[src/rtl/neo_pkg.sv]
// Shared definitions for the NeoPixel frame arbiter.
//   - default strip geometry and arbitration limits
//   - color index constants (GREEN=0, RED=1, BLUE=2; index 3 is invalid)
//   - arbiter state encoding
package neo_pkg;

  localparam int NUM_PIXELS_DEF = 5;
  localparam int MAX_LOADS_DEF  = 255;
  localparam int TIMEOUT_DEF    = 1024;

  localparam logic [1:0] COLOR_GREEN = 2'd0;
  localparam logic [1:0] COLOR_RED   = 2'd1;
  localparam logic [1:0] COLOR_BLUE  = 2'd2;

  typedef enum logic [1:0] {
    IDLE,
    LOAD,
    SEND_REQ,
    SENDING
  } arb_state_t;

  // Only G, R and B exist; the fourth encoding is rejected.
  function automatic logic color_valid(input logic [1:0] c);
    return (c == COLOR_GREEN) || (c == COLOR_RED) || (c == COLOR_BLUE);
  endfunction

endpackage

[src/rtl/neo_counter.sv]
// Generic saturating up-counter.
// Ports:
//   clock, reset : clock and synchronous active-high reset
//   clr          : synchronous clear (wins over inc)
//   inc          : count up by one, holding at MAX
//   count        : current value
module neo_counter #(
  parameter int          W   = 8,
  parameter int unsigned MAX = 255
) (
  input  logic         clock,
  input  logic         reset,
  input  logic         clr,
  input  logic         inc,
  output logic [W-1:0] count
);

  localparam logic [W-1:0] MAX_V = W'(MAX);

  always_ff @(posedge clock) begin
    if (reset || clr) begin
      count <= '0;
    end else if (inc && (count != MAX_V)) begin
      count <= count + W'(1);
    end
  end

endmodule

[src/rtl/neo_rr_pick2.sv]
// Combinational two-way round-robin chooser.
// Ports:
//   req    : request vector
//   rr_ptr : index favoured when both request
//   winner : one-hot winner (00 when nobody requests)
module neo_rr_pick2 (
  input  logic [1:0] req,
  input  logic       rr_ptr,
  output logic [1:0] winner
);

  always_comb begin
    winner = req;
    if (req == 2'b11) begin
      winner = rr_ptr ? 2'b10 : 2'b01;
    end
  end

endmodule

[src/rtl/neo_frame_arbiter.sv]
// Shares one NeoPixel driver load/send port between two frame producers.
// A grant covers exactly one frame: forwarded loads, one send, then the
// driver's latch delay. Priority alternates round-robin, and a watchdog
// revokes the grant from an owner that stalls in the load phase.
// Ports:
//   clock, reset                  : clock, synchronous active-high reset
//   req[1:0]                      : frame requests, held until frame_done/abort
//   req_load, req_send            : per-requester load / send strobes
//   req_pixel_index/color_index/color_level : packed {req1, req0} load fields
//   ready_to_load, ready_to_send, done_wait : driver handshake
//   grant                         : one-hot owner, 00 when idle
//   load_color, pixel_index, color_index, color_level : forwarded load
//   send_it                       : single-cycle send strobe
//   frame_done, abort             : 1-cycle pulses to the owner
//   load_err                      : 1-cycle pulse for a dropped load
module neo_frame_arbiter
  import neo_pkg::*;
#(
  parameter int NUM_PIXELS = NUM_PIXELS_DEF,
  parameter int MAX_LOADS  = MAX_LOADS_DEF,
  parameter int TIMEOUT    = TIMEOUT_DEF
) (
  input  logic        clock,
  input  logic        reset,
  input  logic [1:0]  req,
  input  logic [1:0]  req_load,
  input  logic [5:0]  req_pixel_index,
  input  logic [3:0]  req_color_index,
  input  logic [15:0] req_color_level,
  input  logic [1:0]  req_send,
  input  logic        ready_to_load,
  input  logic        ready_to_send,
  input  logic        done_wait,
  output logic [1:0]  grant,
  output logic        load_color,
  output logic [2:0]  pixel_index,
  output logic [1:0]  color_index,
  output logic [7:0]  color_level,
  output logic        send_it,
  output logic [1:0]  frame_done,
  output logic [1:0]  abort,
  output logic        load_err
);

  localparam int WD_W = $clog2(TIMEOUT + 1);

  arb_state_t      state, state_next;
  logic [1:0]      grant_next;
  logic            rr_ptr, rr_next;
  logic [1:0]      winner;
  logic [7:0]      load_cnt;
  logic [WD_W-1:0] wd_cnt;
  logic            wd_clr;

  // Owner index; only meaningful while grant is non-zero.
  logic       owner;
  logic [2:0] own_pix;
  logic [1:0] own_col;
  logic [7:0] own_lvl;
  logic       own_req, own_load, own_send;
  logic       index_ok, cnt_full, wd_expired;

  assign owner    = grant[1];
  assign own_pix  = owner ? req_pixel_index[5:3]  : req_pixel_index[2:0];
  assign own_col  = owner ? req_color_index[3:2]  : req_color_index[1:0];
  assign own_lvl  = owner ? req_color_level[15:8] : req_color_level[7:0];
  assign own_req  = req[owner];
  assign own_load = req_load[owner];
  assign own_send = req_send[owner];

  assign index_ok   = (int'(own_pix) < NUM_PIXELS) && color_valid(own_col);
  assign cnt_full   = (int'(load_cnt) >= MAX_LOADS);
  assign wd_expired = (wd_cnt == WD_W'(TIMEOUT));

  neo_rr_pick2 u_pick (
    .req    (req),
    .rr_ptr (rr_ptr),
    .winner (winner)
  );

  always_comb begin
    state_next  = state;
    grant_next  = grant;
    rr_next     = rr_ptr;
    load_color  = 1'b0;
    pixel_index = '0;
    color_index = '0;
    color_level = '0;
    send_it     = 1'b0;
    frame_done  = 2'b00;
    abort       = 2'b00;
    load_err    = 1'b0;

    case (state)
      IDLE: begin
        if (req != 2'b00) begin
          grant_next = winner;
          state_next = LOAD;
        end
      end

      LOAD: begin
        // A bad index or exhausted budget drops the load even while the
        // driver is busy; a merely stalled load is held by the requester.
        if (own_load) begin
          if (index_ok && !cnt_full) begin
            if (ready_to_load) begin
              load_color  = 1'b1;
              pixel_index = own_pix;
              color_index = own_col;
              color_level = own_lvl;
            end
          end else begin
            load_err = 1'b1;
          end
        end
        if (!own_req || wd_expired) begin
          abort      = grant;
          grant_next = 2'b00;
          rr_next    = ~owner;
          state_next = IDLE;
        end else if (own_send) begin
          state_next = SEND_REQ;
        end
      end

      SEND_REQ: begin
        if (!own_req) begin
          abort      = grant;
          grant_next = 2'b00;
          rr_next    = ~owner;
          state_next = IDLE;
        end else if (ready_to_send) begin
          send_it    = 1'b1;
          state_next = SENDING;
        end
      end

      SENDING: begin
        // The frame is committed; requester lines are ignored here.
        if (done_wait) begin
          frame_done = grant;
          grant_next = 2'b00;
          rr_next    = ~owner;
          state_next = IDLE;
        end
      end

      default: begin
        state_next = IDLE;
        grant_next = 2'b00;
      end
    endcase
  end

  always_ff @(posedge clock) begin
    if (reset) begin
      state  <= IDLE;
      grant  <= 2'b00;
      rr_ptr <= 1'b0;
    end else begin
      state  <= state_next;
      grant  <= grant_next;
      rr_ptr <= rr_next;
    end
  end

  // Load budget restarts with every grant.
  neo_counter #(.W(8), .MAX(MAX_LOADS)) u_load_cnt (
    .clock (clock),
    .reset (reset),
    .clr   (state == IDLE),
    .inc   (load_color),
    .count (load_cnt)
  );

  // Watchdog counts idle LOAD cycles; any owner activity or state change
  // restarts it.
  assign wd_clr = (state != LOAD) || (state_next != state) || own_load || own_send;

  neo_counter #(.W(WD_W), .MAX(TIMEOUT)) u_wd_cnt (
    .clock (clock),
    .reset (reset),
    .clr   (wd_clr),
    .inc   (1'b1),
    .count (wd_cnt)
  );

endmodule

[config.mk]
export PLATFORM = sky130hd
export DESIGN_NAME = neo_frame_arbiter
export DESIGN_NICKNAME = d
export VERILOG_FILES = /design/src/rtl/neo_pkg.sv /design/src/rtl/neo_counter.sv /design/src/rtl/neo_rr_pick2.sv /design/src/rtl/neo_frame_arbiter.sv
export SDC_FILE = /design/constraint.sdc
export NUM_CORES = 1
export LEC_CHECK = 0
export CORE_ASPECT_RATIO = 0.75
export CORE_MARGIN = 2
export CORE_UTILIZATION = 50
export CTS_CLUSTER_SIZE = 10
export DETAILED_ROUTE_END_ITERATION = 16
export PLACE_DENSITY = 0.9
export SLEW_MARGIN = 20
export SYNTH_ARGS = -nofsm -noshare
export SYNTH_HDL_FRONTEND = slang
export SYNTH_SLANG_ARGS = --single-unit
[constraint.sdc]
create_clock -name clock -period 5.8 [get_ports clock]
set_input_delay 1.16 -clock clock [delete_from_list [all_inputs] [get_ports clock]]
set_output_delay 1.16 -clock clock [all_outputs]
set_load 0.1 [all_outputs]
# Yosys cells after proc, flatten, opt, wreduce, memory -nomap -nowiden
# Cells that the tools add are included.
[totals]
ramBits = 0
ff_bits = 24
latchBits = 0
memories = 0
out_inout_bits = 22
inputBits = 37
romBits = 0
[classes]
n_lt_le_gt_ge = 3
bitwise = 1
n_mux = 54
n_div = 0
n_reduce_logical = 19
n_addsub = 2
n_eq_ne = 15
shifts = 0
mul = 0
[op_table]
columns = ["op", "n"]
rows = [
  ["two-way mux 2 bit", 21],
  ["two-way mux 8 bit", 5],
  ["two-way mux 1 bit", 19],
  ["case mux 2 bit (4 select lines)", 2],
  ["two-way mux 3 bit", 5],
  ["adder 11 x 1 -> 11 bit (second input constant)", 1],
  ["== test 11 bit (second input constant)", 1],
  ["!= test 11 bit (second input constant)", 1],
  ["adder 8 x 1 -> 8 bit (second input constant)", 1],
  ["== test 2 bit (second input constant)", 4],
  [">= comparator 8 bit (second input constant)", 1],
  ["logical OR 1 bit", 8],
  ["!= test 2 bit (second input constant)", 4],
  ["!= test 8 bit (second input constant)", 1],
  ["AND reduction 4 bit", 2],
  ["== test 2 x 1 -> 1 bit (second input constant)", 2],
  ["zero test 2 bit", 2],
  ["case mux 2 bit (2 select lines)", 1],
  ["logical AND 1 bit", 3],
  ["less-than comparator 3 bit (second input constant)", 1],
  ["case mux 1 bit (3 select lines)", 1],
  ["nonzero test 3 bit", 1],
  ["zero test 1 bit", 2],
  ["less-than comparator 1 x 2 -> 1 bit (second input constant)", 1],
  ["4 further kinds", 4],
]

# Logic depth before layout (Yosys ltp)
# Gate-level depths: netlist (run 1).
[logic_depth]
depth_word = 11
depth_mapped = 8
ltp_nobuf = 6

# By module
# Synthesis (run 1) repeated with hierarchy kept, for this count alone.
[unflattened]
cells_unflattened = 239
area_unflattened_um2 = 1900.6
[by_module_without_submodules]
columns = ["mod", "cells_each", "area_each_um2", "n_inst"]
rows = [
  ["neo_frame_arbiter", 114, 832.0, 1],
  ["neo_counter at u_wd_cnt", 74, 628.1, 1],
  ["neo_counter at u_load_cnt", 48, 421.7, 1],
  ["neo_rr_pick2", 3, 18.8, 1],
]

# Worst setup path before layout (run 1)
# Ideal clock, no wire load.
[synth_timing]
kind = "reg2out"
start = "register grant[1]"
end = "output color_index[0]"
arrival_time_ps = 3421
n_path_buf = 3
required_time_ps = 4640
stages_incl_launch_ff = 8
setup_slack_ps = 1219
path_cell_list = "dfxtp_1 buf_6 mux2_2 o2111ai_1 or2_2 clkbuf_1 clkbuf_1 nor2_1"
[synth_between]
elab_chain_cells = 9
word_cells_on_any_way = 16
cone_classes = "order compare: 1; eq/ne: 2; mux: 8; reduce/logical: 5"
[synth_rtl]
columns = ["element", "line_no", "source"]
rows = [
  ["from (decl)", "neo_frame_arbiter.sv:34", "output logic [1:0] grant,"],
  ["from (signal assigned)", "neo_frame_arbiter.sv:163", "grant <= grant_next;"],
  ["parallel branches: the longest is 7 deep, another holds less-than comparator 3 bit", "-", ""],
  ["two-way mux 2 bit *", "neo_frame_arbiter.sv:105", "if (own_load) begin"],
  ["two-way mux 2 bit *", "neo_frame_arbiter.sv:94", "case (state)"],
  ["to (decl)", "neo_frame_arbiter.sv:37", "output logic [1:0] color_index,"],
]
# Mark *: on every way between the ends. The select of a mux whose other input is x is not followed.

# Final worst setup path (run 1)
[layout_timing]
start = "input req[1]"
end = "output send_it"
[layout_between]
elab_chain_cells = 4
[layout_rtl]
columns = ["element", "line_no", "source"]
rows = [
  ["from (decl)", "neo_frame_arbiter.sv:25", "input logic [1:0] req,"],
  ["two-way mux 1 bit (implied by the code) (2 in series)", "neo_frame_arbiter.sv:67", "assign own_req = req[owner];"],
  ["two-way mux 1 bit", "neo_frame_arbiter.sv:128", "if (!own_req) begin"],
  ["two-way mux 1 bit", "neo_frame_arbiter.sv:94", ""],
  ["to (decl)", "neo_frame_arbiter.sv:39", "output logic send_it,"],
]
# Every way passes these cells. The select of a mux whose other input is x is not followed.

==> results of run 1 <==
==> final cells by class <==
cell class	instances	area, µm²	share of cell area, %
Clock buffer	3	41.3	1.69
Timing Repair Buffer	62	568	23.3
Sequential cell	24	480	19.7
Tap cell	52	65.1	2.67
Inverter	11	41.3	1.69
Multi-Input combinational cell	164	1240	51.0
==> through the flow <==
stage	worst slack [ps]	cell area, µm²	util [%]
detailed placement	1340	2400	66.4
floorplan	1220	1860	-
global placement	1360	2400	66.4
CTS	1330	2440	67.6
finish	1300	2440	67.6
global route	1200	2440	67.6
==> sequential cells by signal, summed over array words and instances, names as in the netlist <==
name,flops
u_wd_cnt.count,11
u_load_cnt.count,8
grant,2
state,2
rr_ptr,1
==> synth_stat cells (7+ instances only) <==
master    count
dfxtp_1      24
ha_1          7
nor2_1       18
mux2i_1      18
inv_1        11
nor4_2        9
clkbuf_1      8
nand3_1       8
a21oi_1      11
nand2_1      14
==> cells by family after synthesis <==
family                   count (synthesis)
AND/OR/NAND/NOR                         85
buffers and inverters                   26
multiplexers                            20
XOR/XNOR                                10
AO/OA/AOI/OAI                           42
flip-flops                              24
adder cells (fa/ha/maj)                  7
==> worst max-delay path, stage by stage <==
cell,delay [ps]
clkdlybuf4s50_1,590
mux2i_1,180
nor2_1,230
clkdlybuf4s50_1,1170
==> power groups by stage <==
| stage | Clock [W] | Sequential [W] | Combinational, W |
|---|---|---|---|
| 4_1_cts | 0.000104 | 0.000182 | 0.000217 |
| 3_3_place_gp | 0 | 0.000185 | 0.000211 |
| 5_1_grt | 0.000110 | 0.000183 | 0.000230 |
| 3_5_place_dp | 0 | 0.000185 | 0.000216 |
| 6_report | 0.000101 | 0.000182 | 0.000217 |
| 2_1_floorplan | 0 | 0.000195 | 0.000149 |
==> metal layers <==
| layer | routed length (µm) | part of all wire [%] |
|---|---|---|
| met1 | 2160 | 45 |
| met2 | 2260 | 47 |
| met3 | 303 | 6.3 |
| met4 | 58 | 1.2 |
| met5 | 0 | 0 |
==> worst max-delay path by stage <==
stage	startpoint	end	slack (ps)	cells after the start
detailed placement	req[1]	send_it	1340	4
CTS	req[1]	send_it	1330	4
finish	req[1]	send_it	1300	4
global placement	req[1]	send_it	1360	4
floorplan	grant[1]	color_index[0]	1220	7
global route	req_load[0]	color_level[1]	1200	6
==> flow_summary.json, run 1 <==
{
  "fin_hold_ws_ps": 475,
  "seqPwrFrac_pct": 36.4,
  "min_to": "u_load_cnt.count[7]",
  "reg2regPathDepth": 6,
  "finalMaxSlewViolations": 0,
  "place_congestion": 0.832,
  "combPwrFrac_pct": 43.5,
  "synth_mux_area_share_pct": 10.9,
  "wl_per_cell_um": 15.1,
  "synth-edff-count": 0,
  "fin_crit_ps": 4500,
  "setup_viol": 0,
  "die_area_um2": 4240,
  "r2r-start": "state[0]",
  "finClkSkew_ps": 3.20,
  "hold_path_startpoint": "u_load_cnt.count[7]",
  "ir_drop_mv": 0.120,
  "drv_cap": 0,
  "synth_area_leaders": "dfxtp_1, mux2i_1, nor4_2",
  "antenna_left": 0,
  "drc_errors": 0,
  "dpl.hpwl_um": 3640,
  "io_buffers": 58,
  "htree_levels": 1,
  "cts_max_path_buffers": 2,
  "synth_top_family_by_area": "simple AND/OR/NAND/NOR gates",
  "cts-hold-fix-buffers": 0,
  "core_area_um2": 3610,
  "r2r_setup_slack_ps": 3180,
  "p_sw_share_pct": 41.6,
  "hp-class": "register to register",
  "fin_tns_setup_ps": 0,
  "synth_top_cell_by_area": "dfxtp_1",
  "netlist_area_um2": 1860,
  "total_power_w": 0.000500,
  "clock.fmax_mhz": 222,
  "drive_gt1_share_pct": 17.0,
  "ys_async_sr_fraction_pct": 0,
  "ys_ff_latch": 24,
  "grt_use_met1_pct": 33.6,
  "finalHoldViolations": 0,
  "die_h_um": 56.9,
  "p_leak_nw": 0.841,
  "rr_endpoint": "u_wd_cnt.count[6]",
  "cts_tree": "yes",
  "syn_to_final_growth_pct": 31.0,
  "viasPerCell": 5.79,
  "busiest_layer": "met2",
  "period_share_pct": 77.6,
  "grt_util_met2_pct": 35.8,
  "arrival_ps": 3340,
  "crit_required_ps": 4640,
  "start_util_pct": 51.6,
  "final_common_cell": "clkdlybuf4s50_1",
  "worst-path-max-fanout": 5,
  "whs_path_depth": 2,
  "cts_root_buffer": "clkbuf_8",
  "power_density_nw_per_um2": 205,
  "p_switching_w": 0.000208,
  "grt.total_usage_pct": 23.2,
  "dp.cells": 313,
  "drt_iter0_drc": 106,
  "worstMarginPinSlew_ps": 977,
  "grt_antenna_before_repair": 0,
  "status": "completed",
  "final_cell_mix": "clkdlybuf4s50_1, dfxtp_1, buf_4",
  "grt_overflow": 0,
  "n_fill_cell": 299,
  "syn_nets": 258,
  "crit_path_start_kind": "input port",
  "clockPowerShare_pct": 20.2,
  "final_net_count": 310,
  "synth_cell_types": 50,
  "synth_cells": 214,
  "grt_pass1_vias": 1644,
  "syn_area_per_cell_um2": 8.71,
  "p_int_w": 0.000292,
  "grt_pass1_wl_um": 7760,
  "first_pass_iters": 5,
  "yosys.area.top_type_share_pct": 25.8,
  "critPathKind": "input port to output pin",
  "wl_um": 4780,
  "io_pins": 59,
  "maxSlewHeadroom_pct": 34.7,
  "ctsResizeCount": 0,
  "placementRows": 19,
  "clock-sinks": 24,
  "die_w_um": 74.5,
  "synth_compound_area_share_pct": 17.0,
  "via_count": 1831,
  "grt_setup_unrepaired": "false",
  "clock_latency_ps": 270,
  "synth-simple-area-share_pct": 29.3,
  "antenna-diode-count": 0,
  "grt_util_met3_pct": 4.31,
  "final_cell_count_no_fill": 316,
  "cts_buffers": 3,
  "worstSetupEndpointType": "output pin",
  "synth_ff_type": "dfxtp_1",
  "synthAdderAreaFrac_pct": 4.70,
  "clk_pin_slew_ps": 80,
  "ys_warn_count": 0,
  "grt_max_degree": 17,
  "synth-xor-area-share_pct": 4.70,
  "post-cts-setup-buffers": 0,
  "synth.yosys.seq_area_share_pct": 25.8
}
No activity file was read; power rests on OpenSTA's default activity.
==> run 2: changes to the inputs <==
--- a/config.mk
+++ b/config.mk
@@ -7,10 +7,10 @@
 export LEC_CHECK = 0
 export CORE_ASPECT_RATIO = 0.75
 export CORE_MARGIN = 2
-export CORE_UTILIZATION = 50
+export CORE_UTILIZATION = 42
 export CTS_CLUSTER_SIZE = 10
 export DETAILED_ROUTE_END_ITERATION = 16
-export PLACE_DENSITY = 0.9
+export PLACE_DENSITY = 0.81
 export SLEW_MARGIN = 20
 export SYNTH_ARGS = -nofsm -noshare
 export SYNTH_HDL_FRONTEND = slang
==> constraint.sdc (replaced) <==
create_clock -name clock -period 3.8 [get_ports clock]
set_input_delay 0.76 -clock clock [delete_from_list [all_inputs] [get_ports clock]]
set_output_delay 0.76 -clock clock [all_outputs]
set_load 0.1 [all_outputs]
==> run 2 against run 1 <==
Routed wire length rose by 5.7%; non-clock buffer count rose by 3; combinational power up 68%; register-to-register slack got worse by 2100 ps; clock power grew 120%; sequential share of layout area decreased by 1.9 points; flip-flop and latch count unchanged; worst setup slack got worse by 690 ps; power up 73%; clock-buffer cell count did not move; final cell count increased by 2.2%; critical path depth up 2; critical endpoint is now abort[0]; largest power group unchanged.
==> flow_summary.json, run 2 (same netlist as run 1, synthesis figures left out) <==
{
  "status": "completed",
  "cp.depth": 6,
  "reg2regPathDepth": 6,
  "r2r_setup_slack_ps": 1130,
  "power_density_nw_per_um2": 321,
  "drv_cap": 0,
  "wl_per_cell_um": 15.6,
  "fin_hold_ws_ps": 477,
  "period_share_pct": 83.9,
  "worst-path-max-fanout": 5,
  "die_h_um": 61.7,
  "combPwrFrac_pct": 42.1,
  "drive_gt1_share_pct": 19.8,
  "clock.fmax_mhz": 314,
  "finalMaxSlewViolations": 0,
  "ir_drop_mv": 0.192,
  "hp-class": "register to register",
  "seqPwrFrac_pct": 31.9,
  "htree_levels": 1,
  "arrival_ps": 2430,
  "hold_path_startpoint": "u_load_cnt.count[7]",
  "largest_reg_flops": 11,
  "antenna-diode-count": 0,
  "min_to": "u_load_cnt.count[7]",
  "clockPowerShare_pct": 26.0,
  "post-cts-setup-buffers": 0,
  "die_area_um2": 4990,
  "critPathKind": "input port to output pin",
  "worstMarginPinSlew_ps": 964,
  "fin_crit_ps": 3190,
  "setup_viol": 0,
  "via_count": 1851,
  "cts_buffers": 3,
  "grt_setup_unrepaired": "false",
  "rr_endpoint": "u_wd_cnt.count[6]",
  "finClkSkew_ps": 4.83,
  "first_pass_iters": 4,
  "n_fill_cell": 347,
  "drt_iter0_drc": 147,
  "clock-sinks": 24,
  "worstSetupEndpointType": "output pin",
  "antenna_left": 0,
  "worst-path-buf-inv": 2,
  "p_int_w": 0.000539,
  "cts_max_path_buffers": 2,
  "start_util_pct": 44.8,
  "die_w_um": 80.9,
  "ctsResizeCount": 0,
  "grt_pass1_vias": 1734,
  "cts_root_buffer": "clkbuf_8",
  "crit_slowest_cell": "clkdlybuf4s50_1",
  "final_common_cell": "clkdlybuf4s50_1",
  "dpl.hpwl_um": 3880,
  "grt_pass1_wl_um": 8220,
  "finalHoldViolations": 0,
  "fin_tns_setup_ps": 0,
  "crit_required_ps": 3040,
  "cts-hold-fix-buffers": 0,
  "core_area_um2": 4150,
  "p_leak_nw": 0.925,
  "final_cell_mix": "clkdlybuf4s50_1, dfxtp_1, mux2i_1, nor2_1, buf_12",
  "drc_errors": 0,
  "place_congestion": 0.865,
  "critical-path-top-delay-family": "buffers and inverters",
  "grt_antenna_before_repair": 0,
  "regMostFlops": "u_wd_cnt.count",
  "clk_pin_slew_ps": 80,
  "syn_to_final_growth_pct": 44.9,
  "whs_path_depth": 2,
  "placementRows": 20,
  "crit_path_start_kind": "input port",
  "io_buffers": 58,
  "p_sw_share_pct": 37.8,
  "maxSlewHeadroom_pct": 35.5,
  "grt_overflow": 0,
  "p_switching_w": 0.000328,
  "cts_tree": "yes",
  "grt.total_usage_pct": 21.0,
  "grt_max_degree": 16,
  "wl_um": 5050,
  "path_cells": "clkdlybuf4s50_1, mux2i_1, o21ai_0, a21boi_0, and2_1, buf_12",
  "largestRegisters": "u_wd_cnt.count (11), u_load_cnt.count (8)",
  "io_pins": 59,
  "r2r-start": "state[1]",
  "final_net_count": 313,
  "clock_latency_ps": 270,
  "total_power_w": 0.000866,
  "max_stage_delay_ps": 520,
  "viasPerCell": 5.73
}
## run 2: worst max path at each step
stage,end,startpoint
global route,abort[0],req[1]
CTS,abort[1],req[1]
floorplan,color_index[0],grant[1]
global placement,color_level[1],req_load[0]
finish,abort[0],req[1]
detailed placement,abort[0],req[1]
## run 2: area by class of cell
type	count	area [µm²]	share of cell area, %
inverter	11	41.3	1.53
clock inverter	1	30.0	1.11
tap	55	68.8	2.55
sequential	24	480	17.8
timing repair buffer	65	793	29.4
clock buffer	3	41.3	1.53
multi-input combinational	164	1240	46.1
## run 2: per-layer routing
metal,vias to the layer above,track usage (%),wire length (µm)
li1,909,-,-
met1,863,27.3,2210
met2,75,36.2,2300
met3,4,5.43,511
met4,0,2.91,28
met5,-,0,0
## run 2: metrics by stage
step / cell area [µm²] / utilization [%] / setup slack [ps] / std cells
after floorplan: 1860 / - / -381 / 214
after global placement: 2630 / 63.3 / 655 / 319
after detailed placement: 2630 / 63.3 / 623 / 319
after CTS: 2700 / 65.0 / 620 / 323
after global routing: 2700 / 65.0 / 450 / 323
final: 2700 / 65.0 / 613 / 323
## run 2: tightest hold or removal path, stage by stage, from the launching register on
cell and delay, ps:
dfxtp_1 330, nand2_1 50, mux2i_1 50
## run 2: power by group through the flow
stage / Sequential (W) / Clock, W / Combinational [W]
2_1_floorplan: 0.000298 / 0 / 0.000228
3_3_place_gp: 0.000281 / 0 / 0.000355
3_5_place_dp: 0.000282 / 0 / 0.000363
4_1_cts: 0.000276 / 0.000228 / 0.000364
5_1_grt: 0.000278 / 0.000238 / 0.000390
6_report: 0.000276 / 0.000225 / 0.000365
